--- config.mk ---
export PLATFORM = sky130hd
export DESIGN_NAME = tile_enable_sequencer
export DESIGN_NICKNAME = d
export VERILOG_FILES = /design/src/rtl/tile_seq_pkg.sv /design/src/rtl/sw_debounce.sv /design/src/rtl/tile_enable_sequencer.sv
export SDC_FILE = /design/constraint.sdc
export NUM_CORES = 1
export LEC_CHECK = 0
export ABC_AREA = 0
export ABC_CLOCK_PERIOD_IN_PS = 1900
export CAP_MARGIN = 10
export CORE_ASPECT_RATIO = 0.7
export CORE_MARGIN = 2
export CORE_UTILIZATION = 42
export CTS_CLUSTER_DIAMETER = 100
export DETAILED_ROUTE_END_ITERATION = 16
export DONT_BUFFER_PORTS = 1
export PLACE_DENSITY = 0.53
export SLEW_MARGIN = 20
export SYNTH_ARGS = -nofsm -noshare
export SYNTH_HDL_FRONTEND = slang
export SYNTH_HIERARCHICAL = 1
export SYNTH_SLANG_ARGS = --single-unit
--- constraint.sdc ---
create_clock -name clk -period 1.9 [get_ports clk]
set_clock_uncertainty 0.05 [all_clocks]
set_input_delay 0.57 -clock clk [delete_from_list [all_inputs] [get_ports clk]]
set_output_delay 0.57 -clock clk [all_outputs]
set_load 0.02 [all_outputs]
--- src/rtl/tile_seq_pkg.sv ---
// Shared types and helpers for the tile enable sequencer: FSM state encoding,
// lowest-set-bit selection and counter width calculation.
package tile_seq_pkg;

  typedef enum logic [0:0] {
    IDLE   = 1'b0,
    SETTLE = 1'b1
  } seq_state_t;

  // Widest tile vector lowest_one() handles; callers zero-extend and truncate.
  localparam int MAX_TILES = 32;

  // Bits needed to hold values 0..max_val, never less than 1.
  function automatic int cnt_width(input int max_val);
    return (max_val < 2) ? 1 : $clog2(max_val + 1);
  endfunction

  // One-hot of the lowest set bit of vec (all zeros when vec is zero).
  function automatic logic [MAX_TILES-1:0] lowest_one(input logic [MAX_TILES-1:0] vec);
    return vec & (~vec + MAX_TILES'(1));
  endfunction

endpackage

--- src/rtl/sw_debounce.sv ---
// One switch bit: SYNC_STAGES-flop synchroniser followed by a debouncer that only
// accepts a new level after DEBOUNCE_CYC consecutive cycles of disagreement.
module sw_debounce
  import tile_seq_pkg::*;
#(
  parameter int SYNC_STAGES  = 2,
  parameter int DEBOUNCE_CYC = 2_000_000
) (
  input  logic clk,
  input  logic rst,
  input  logic d_raw,
  output logic q_stable
);

  localparam int CW = cnt_width(DEBOUNCE_CYC);
  localparam logic [CW-1:0] CNT_LAST = CW'(DEBOUNCE_CYC - 1);

  logic [SYNC_STAGES-1:0] sync_q;
  logic [CW-1:0]          cnt_q, cnt_d;
  logic                   stable_q, stable_d;
  logic                   s;

  assign s        = sync_q[SYNC_STAGES-1];
  assign q_stable = stable_q;

  // The counter is held below DEBOUNCE_CYC: the cycle it would reach it is the
  // cycle the new level is accepted and the count restarts from zero.
  always_comb begin
    cnt_d    = '0;
    stable_d = stable_q;
    if (s != stable_q) begin
      if (cnt_q == CNT_LAST) begin
        stable_d = s;
        cnt_d    = '0;
      end else begin
        cnt_d = cnt_q + CW'(1);
      end
    end
  end

  always_ff @(posedge clk or posedge rst) begin
    if (rst) begin
      sync_q   <= '0;
      cnt_q    <= '0;
      stable_q <= 1'b0;
    end else begin
      sync_q   <= {sync_q[SYNC_STAGES-2:0], d_raw};
      cnt_q    <= cnt_d;
      stable_q <= stable_d;
    end
  end

endmodule

--- src/rtl/tile_enable_sequencer.sv ---
// Debounces the tile slide switches and staggers tile turn-on one tile per
// STAGGER_CYC cycles; turn-off is immediate. Stagger FSM built only with TILE_SEQ_STAGGER_EN.
module tile_enable_sequencer
  import tile_seq_pkg::*;
#(
  parameter int TILE_COUNT   = 4,
  parameter int SYNC_STAGES  = 2,
  parameter int DEBOUNCE_CYC = 2_000_000,
  parameter int STAGGER_CYC  = 200_000
) (
  input  logic                  clk,
  input  logic                  rst,
  input  logic [TILE_COUNT-1:0] sw_raw,
  output logic [TILE_COUNT-1:0] sw_stable,
  output logic [TILE_COUNT-1:0] tile_en,
  output logic                  busy
);

  if (SYNC_STAGES < 2 || DEBOUNCE_CYC < 1 || STAGGER_CYC < 1 || TILE_COUNT > MAX_TILES)
  begin : g_bad_param
    $error("tile_enable_sequencer: illegal parameter value");
  end

  logic [TILE_COUNT-1:0] sw_stable_w;
  logic [TILE_COUNT-1:0] tile_q;

  for (genvar gi = 0; gi < TILE_COUNT; gi++) begin : g_db
    sw_debounce #(
      .SYNC_STAGES (SYNC_STAGES),
      .DEBOUNCE_CYC(DEBOUNCE_CYC)
    ) u_db (
      .clk     (clk),
      .rst     (rst),
      .d_raw   (sw_raw[gi]),
      .q_stable(sw_stable_w[gi])
    );
  end

  assign sw_stable = sw_stable_w;
  assign tile_en   = tile_q;

`ifdef TILE_SEQ_STAGGER_EN

  localparam int TW = cnt_width(STAGGER_CYC - 1);
  localparam logic [TW-1:0] TIMER_LOAD = TW'(STAGGER_CYC - 1);

  seq_state_t            state_q, state_d;
  logic [TW-1:0]         timer_q, timer_d;
  logic [TILE_COUNT-1:0] tile_d;
  logic                  busy_q, busy_d;
  logic [TILE_COUNT-1:0] tile_masked;
  logic [TILE_COUNT-1:0] pend;
  logic [TILE_COUNT-1:0] lo_pend;

  // Turn-off masking is applied before pend is formed, so a bit dropping this
  // cycle is never counted as still enabled when choosing the next one to raise.
  always_comb begin
    tile_masked = tile_q & sw_stable_w;
    pend        = sw_stable_w & ~tile_masked;
    lo_pend     = TILE_COUNT'(lowest_one(MAX_TILES'(pend)));
    state_d     = state_q;
    timer_d     = timer_q;
    tile_d      = tile_masked;
    case (state_q)
      IDLE: begin
        if (|pend) begin
          tile_d  = tile_masked | lo_pend;
          timer_d = TIMER_LOAD;
          state_d = SETTLE;
        end
      end
      SETTLE: begin
        // The expiry cycle doubles as the IDLE pass, so back-to-back rises land
        // exactly STAGGER_CYC cycles apart rather than one cycle later.
        if (timer_q != '0) begin
          timer_d = timer_q - TW'(1);
        end else if (|pend) begin
          tile_d  = tile_masked | lo_pend;
          timer_d = TIMER_LOAD;
        end else begin
          state_d = IDLE;
        end
      end
      default: state_d = IDLE;
    endcase
    busy_d = (state_d == SETTLE) | (|(sw_stable_w & ~tile_d));
  end

  always_ff @(posedge clk or posedge rst) begin
    if (rst) begin
      state_q <= IDLE;
      timer_q <= '0;
      tile_q  <= '0;
      busy_q  <= 1'b0;
    end else begin
      state_q <= state_d;
      timer_q <= timer_d;
      tile_q  <= tile_d;
      busy_q  <= busy_d;
    end
  end

  assign busy = busy_q;

`else

  // Without staggering every debounced switch drives its tile one cycle later.
  always_ff @(posedge clk or posedge rst) begin
    if (rst) begin
      tile_q <= '0;
    end else begin
      tile_q <= sw_stable_w;
    end
  end

  assign busy = 1'b0;

`endif

endmodule
### Word level (Yosys, flattened, before mapping)

Index checks and enable logic that the tools add are counted.

| storage, ports and cells | value |
|---|---|
| output and inout port bits | 9 |
| flip-flop bits (word level) | 100 |

| cells by class | value |
|---|---|
| equal/unequal tests | 8 |
| reductions and logical operators | 4 |
| mux-type cells | 8 |
| add/subtract/negate cells | 4 |

Operators by type and width:

| kind | count |
|---|---|
| 21-bit 2-to-1 mux | 8 |
| 21-bit by 1-bit adder with 21-bit output (second input constant) | 4 |
| 21-bit equality test (second input constant) | 4 |
| 2-bit AND reduction | 4 |
| 1-bit inequality test | 4 |

### Depth between registers and ports, before layout

| logic depth | value |
|---|---|
| word-level depth | 3 |
| depth in mapped cells | 6 |
| depth with buffers taken out | 5 |

### By module

The synthesis kept the hierarchy.

By module, submodules not included:

| module | times used | cells an instance | area each (um^2) |
|---|---|---|---|
| sw_debounce | 4 | 115 | 1186.1 |
| tile_enable_sequencer | 1 | 7 | 115.1 |

### Least setup slack after synthesis

OpenSTA, ideal clock, no wires.

| timing | value |
|---|---|
| path kind | reg2reg |
| start | register g_db[0].u_db.cnt_q[0] |
| end | register g_db[0].u_db.cnt_q[18] |
| path slack | 147 ps |
| required time | 1773 ps |
| data arrival time | 1626 ps |
| cell stages (with the launch flop) | 6 |
| path through | dfrtp_1 -> ha_1 -> nand2_1 -> or3_4 -> or4_1 -> a21oi_1 |

| between the ends | value |
|---|---|
| cells in the longest elaborated chain, start to end | 3 |
| elaborated cells between the ends (all ways) | 4 |
| classes of those cells | add/sub: 1; eq/ne: 1; mux: 2 |

RTL lines:

| what | line | text |
|---|---|---|
| start, declared | sw_debounce.sv:19 | `logic [CW-1:0] cnt_q, cnt_d;` |
| start signal, assigned | sw_debounce.sv:48 | `cnt_q <= cnt_d;` |
| 21-bit by 1-bit adder with 21-bit output / 21-bit equality test (equally long branches) | sw_debounce.sv:36, sw_debounce.sv:32 |  |
| 21-bit 2-to-1 mux (*) | sw_debounce.sv:32 | `if (cnt_q == CNT_LAST) begin` |
| 21-bit 2-to-1 mux (*) | sw_debounce.sv:31 | `if (s != stable_q) begin` |
| named net g_db[0].u_db.cnt_d[18] | sw_debounce.sv:19 |  |

Mark *: on every way through the listed nets, which the timed path passes. The rest lies on a longest branch.
A chain may end at the register's enable or synchronous reset.

### Worst setup path in the final report

| timing | value |
|---|---|
| start | register g_db[2].u_db.cnt_q[17] |
| end | register g_db[2].u_db.stable_q |

| between the ends | value |
|---|---|
| cells in the longest elaborated chain, start to end | 2 |

RTL lines:

| what | line | text |
|---|---|---|
| start, declared | sw_debounce.sv:19 |  |
| start signal, assigned | sw_debounce.sv:48 |  |
| 21-bit equality test | sw_debounce.sv:32 |  |
| 2-bit AND reduction (no source line) | -- |  |
| end signal, assigned | sw_debounce.sv:49 | `stable_q <= stable_d;` |
| end, declared | sw_debounce.sv:20 | `logic stable_q, stable_d;` |

No other way between the ends.

==> summary by stage <==
CTS
TritonCTS built the clock tree. The maximum level of the CTS H-tree is 3. At the later pin of the worst-skew pair, clock insertion delay measures 0.35 ns. The clock tree buffer depth is 2.

After clock tree synthesis, the clock-pin slew on the worst setup and hold paths is 0.07 ns. In this run the clock root is driven by a sky130_fd_sc_hd__clkbuf_16. The number of sinks handled by clock tree synthesis is 100.

The total clock buffers created by CTS is 9.

Layout
Leaving out fill and tap cells, the most frequent cells in the layout are 100 x sky130_fd_sc_hd__dfrtp_1, 52 x sky130_fd_sc_hd__nor2_1, 30 x sky130_fd_sc_hd__nand2_1, 28 x sky130_fd_sc_hd__xor2_1, 28 x sky130_fd_sc_hd__xnor2_1. The final net count is 497. Leaving out fill and tap cells, the most frequent cell in the layout is sky130_fd_sc_hd__dfrtp_1. The final cell count without fillers is 645. The ratio of cells with drive above 1 in the final layout is 13.4%. The layout overhead on the synthesized area is 13.1%.

The number of fillers in the final layout is 1049. The antenna diode count is 0.

Synth
Yosys mapped the design onto 30 distinct sky130hd cell types. The total nets after synthesis is 477. Counting flops with an async set or reset pin after synthesis yields a share of 100%. Synthesis inferred 100 register bits.

The cell type with the highest aggregate area in the netlist is sky130_fd_sc_hd__dfrtp_1. A synthesized cell averages 10.4 um^2. The most used flip-flop cell after synthesis is sky130_fd_sc_hd__dfrtp_1. After synthesis, flip-flops and latches occupy 51.5% of the total area. For this run, the number of Yosys warnings is 6. Summed over its instances, the top area cell type makes up 51.5% of the synthesized netlist area. After synthesis the cells add up to 4860 um^2. The count of flip-flops with a built-in enable after synthesis is 0.

Counting every instance in the synthesized netlist gives 467. By area the synthesized netlist is led by sky130_fd_sc_hd__dfrtp_1 51%, sky130_fd_sc_hd__xnor2_1 5.0%, sky130_fd_sc_hd__xor2_1 5.0%, sky130_fd_sc_hd__nor2_1 4.0%, sky130_fd_sc_hd__nand4_1 2.6%.

Setup path
The critical path goes through nand3_1, or4b_1, nor3_1, mux2_2. The slowest stage of the critical path belongs to the cell sky130_fd_sc_hd__or4b_1. The setup path with the least slack is of type reg -> reg. For the worst setup path, the data required time is 2.08 ns. The startpoint type of the worst setup path is a register. The arrival time at the worst endpoint is 2.00 ns.

Of all nets on the critical path, the largest fanout is 5. The cell family with the largest share of critical-path delay is simple AND/OR/NAND/NOR gates. Together, buffers and inverters on the worst path number 0. The critical path capture point type is a register. The largest single stage delay on the critical path is 0.56 ns.

Global route
The met2 usage is 23.9%. The number of global-route vias before repair is 3252. The first global-routing pass estimated 16300 um of wire.

Entering global routing, the biggest net connects 25 pins. The highest-utilization routing layer at the global route stage is met1. For this run the aggregate overflow at the end of global routing stands at 0.

The overall global routing resource usage is 16.5%. The met1 layer usage reported by global route is 24.2%. The initial antenna violation count is 0.

The global routing usage on met3 is 4.26%.

Floorplan
The floorplan step defined a die boundary enclosing 12500 um^2. Measured along the y axis, the die boundary spans 94.0 um. The top-level I/O count is 15.

The starting density of the core is 43.7%. The core area is 11100 um^2. The overall die width is 133 um.

The initialized floorplan defines 32 standard-cell rows.

Power
The total power after layout is 0.00411 W. The total power per unit cell area is 747 nW/um^2. Registers are responsible for 53.2% of the overall power. The cell leakage power is 2.29 nW. Net switching is 23.4% of the power. Of the total power, combinational logic draws 3.9%.

The internal power is 0.00315 W. The worst-case vdd ir drop is 0.444 mV. The power spent charging and discharging nets is 0.000959 W. The clock network accounts for 42.9% of the total power.

Detailed routing
The detail route stage leaves a number of antenna-violating nets equal to 0. The number of iterations in the first detailed-routing pass is 4. The number of DRC violations after detailed routing is 0. The total wire length is 9170 um.

The average wire per standard cell is 14.2 um. In the routed layout, each cell is associated on average with a via count of 5.24. The first routing iteration left 197 violations. Detailed routing inserted a total of 3383 vias.

Timing
The number of hold violations in the final report came to 0. The final period demand of the worst path is 1.82 ns. The maximum achievable frequency is 0.550 GHz. The count of final max-slew check failures is 0.

Setup repair after global routing left no endpoint under its margin. The worst-case setup margin in the final layout is 0.0823 ns. Setup total negative slack on the finished layout was measured at 0 ns.

The worst path uses 95.7% of the clock period. The number of endpoints failing setup at the final stage is 0.

Flow run
Across the run, the number of max-cap violations was 0.

Placed design
The worst slack after detailed placement is 0.0599 ns. The count of input and output buffers is 0. The placed instance count is 628. The global placer's final weighted congestion is 0.783. The sum of net half-perimeters after detailed placement is 6380 um.

Run status
The run finished with clean final reports.

Worst hold path
The kind of path behind the tightest hold check is in -> async.
[repair_timing]
action                                 in CTS  in global routing
setup endpoints to repair                   0                 37
hold buffers                                1                  0
gates resized for setup                     0                 11
buffers inserted                            0                  0
endpoints found under the hold margin       3                  0
[cell families (layout without fill, tap and decap cells)]
kind of cell	Yosys count	count (layout)	share of synthesized area (%)
AND/OR/NAND/NOR	220	220	27.1
multiplexers	4	4	0.927
flip-flops	100	100	51.5
other	1	1	0.0772
buffers and inverters	30	55	3.12
XOR/XNOR	56	56	10.1
adder cells (fa/ha/maj)	4	4	1.03
AO/OA/AOI/OAI	52	52	6.18
[worst reg2reg max path, delay by kind of cell (launching register included)]
family / cells / cell delay [ns]
muxes: 1 / 0.35
DFF: 1 / 0.39
and+or+nand+nor: 3 / 0.92
[power groups by stage]
stage	registers (W)	logic [W]	clock network (W)
2_1_floorplan	0.00222	0.000111	0
3_3_place_gp	0.00222	0.000158	0
3_5_place_dp	0.00223	0.000157	0
4_1_cts	0.00218	0.000161	0.00184
5_1_grt	0.00219	0.000188	0.00193
6_report	0.00218	0.000161	0.00176
[layer usage]
metal,vias to the layer above,part of all wire [%]
li1,1712,-
met1,1639,54
met2,23,43
met3,9,2.6
met4,0,1.2
met5,-,0
[cell type report]
type	instances	area (um^2)	share of cell area (%)
inverter	17	63.8	1.16
clock inverter	6	47.5	0.865
sequential	100	2500	45.5
timing repair buffer	22	179	3.26
multi-input combinational	337	2270	41.3
clock buffer	10	239	4.35
tap	153	191	3.48
[per-stage QoR]
stage               instance area, um^2  util (%)  hold WS [ns]
floorplan                          4860         -         0.281
global placement                   5140      46.2         0.284
detailed placement                 5140      46.2         0.288
CTS                                5440      48.9        0.0936
global route                       5490      49.4         0.111
finish                             5490      49.4        0.0966
[path summary, 6_finish.rpt]
kind | from | endpoint | slack [ns] | cells after the start
max | g_db[2].u_db/cnt_q[17] | g_db[2].u_db/q_stable | 0.08 | 4
min | rst | g_db[1].u_db/cnt_q[1] | 0.1 | 2
max reg2reg | g_db[2].u_db/cnt_q[17] | g_db[2].u_db/q_stable | 0.08 | 4
min reg2reg | g_db[1].u_db/sync_q[0] | g_db[1].u_db/sync_q[1] | 0.30 | 0
max in group asynchronous | rst | tile_en[2] | 1.02 | 2
min in group clk | sw_raw[1] | g_db[1].u_db/sync_q[0] | 0.19 | 0
[cell usage after synthesis (4+ instances only)]
cell type                 count
sky130_fd_sc_hd__nand3_1     24
sky130_fd_sc_hd__xor2_1      28
sky130_fd_sc_hd__or4_1       12
sky130_fd_sc_hd__or3_1       12
sky130_fd_sc_hd__nor4b_1      8
sky130_fd_sc_hd__and3_1       4
sky130_fd_sc_hd__a21oi_1     24
sky130_fd_sc_hd__nand4_1     20
sky130_fd_sc_hd__o31ai_1     16
sky130_fd_sc_hd__buf_4        9
sky130_fd_sc_hd__and2_1       8
sky130_fd_sc_hd__nand2_1     32
sky130_fd_sc_hd__and4_2       4
sky130_fd_sc_hd__nand4_4      4
sky130_fd_sc_hd__or3_4        4
sky130_fd_sc_hd__xnor2_1     28
sky130_fd_sc_hd__nor2_1      52
sky130_fd_sc_hd__nor4_1       8
sky130_fd_sc_hd__nand4_2      4
sky130_fd_sc_hd__buf_2        4
sky130_fd_sc_hd__or4b_1       4
sky130_fd_sc_hd__inv_1       17
sky130_fd_sc_hd__o21ai_0     12
sky130_fd_sc_hd__mux2_2       4
sky130_fd_sc_hd__ha_1         4
sky130_fd_sc_hd__dfrtp_1    100
sky130_fd_sc_hd__and4_1       8
sky130_fd_sc_hd__nor3_1       8
sky130_fd_sc_hd__nor2b_1      4
[registers in the layout, summed over array words and instances (netlist names)]
| name | flops |
|---|---|
| g_db.u_db/sync_q | 8 |
| g_db.u_db/cnt_q | 84 |
| g_db.u_db/q_stable | 4 |
| tile_en | 4 |
Note: power is estimated with default switching activity, not from simulation.
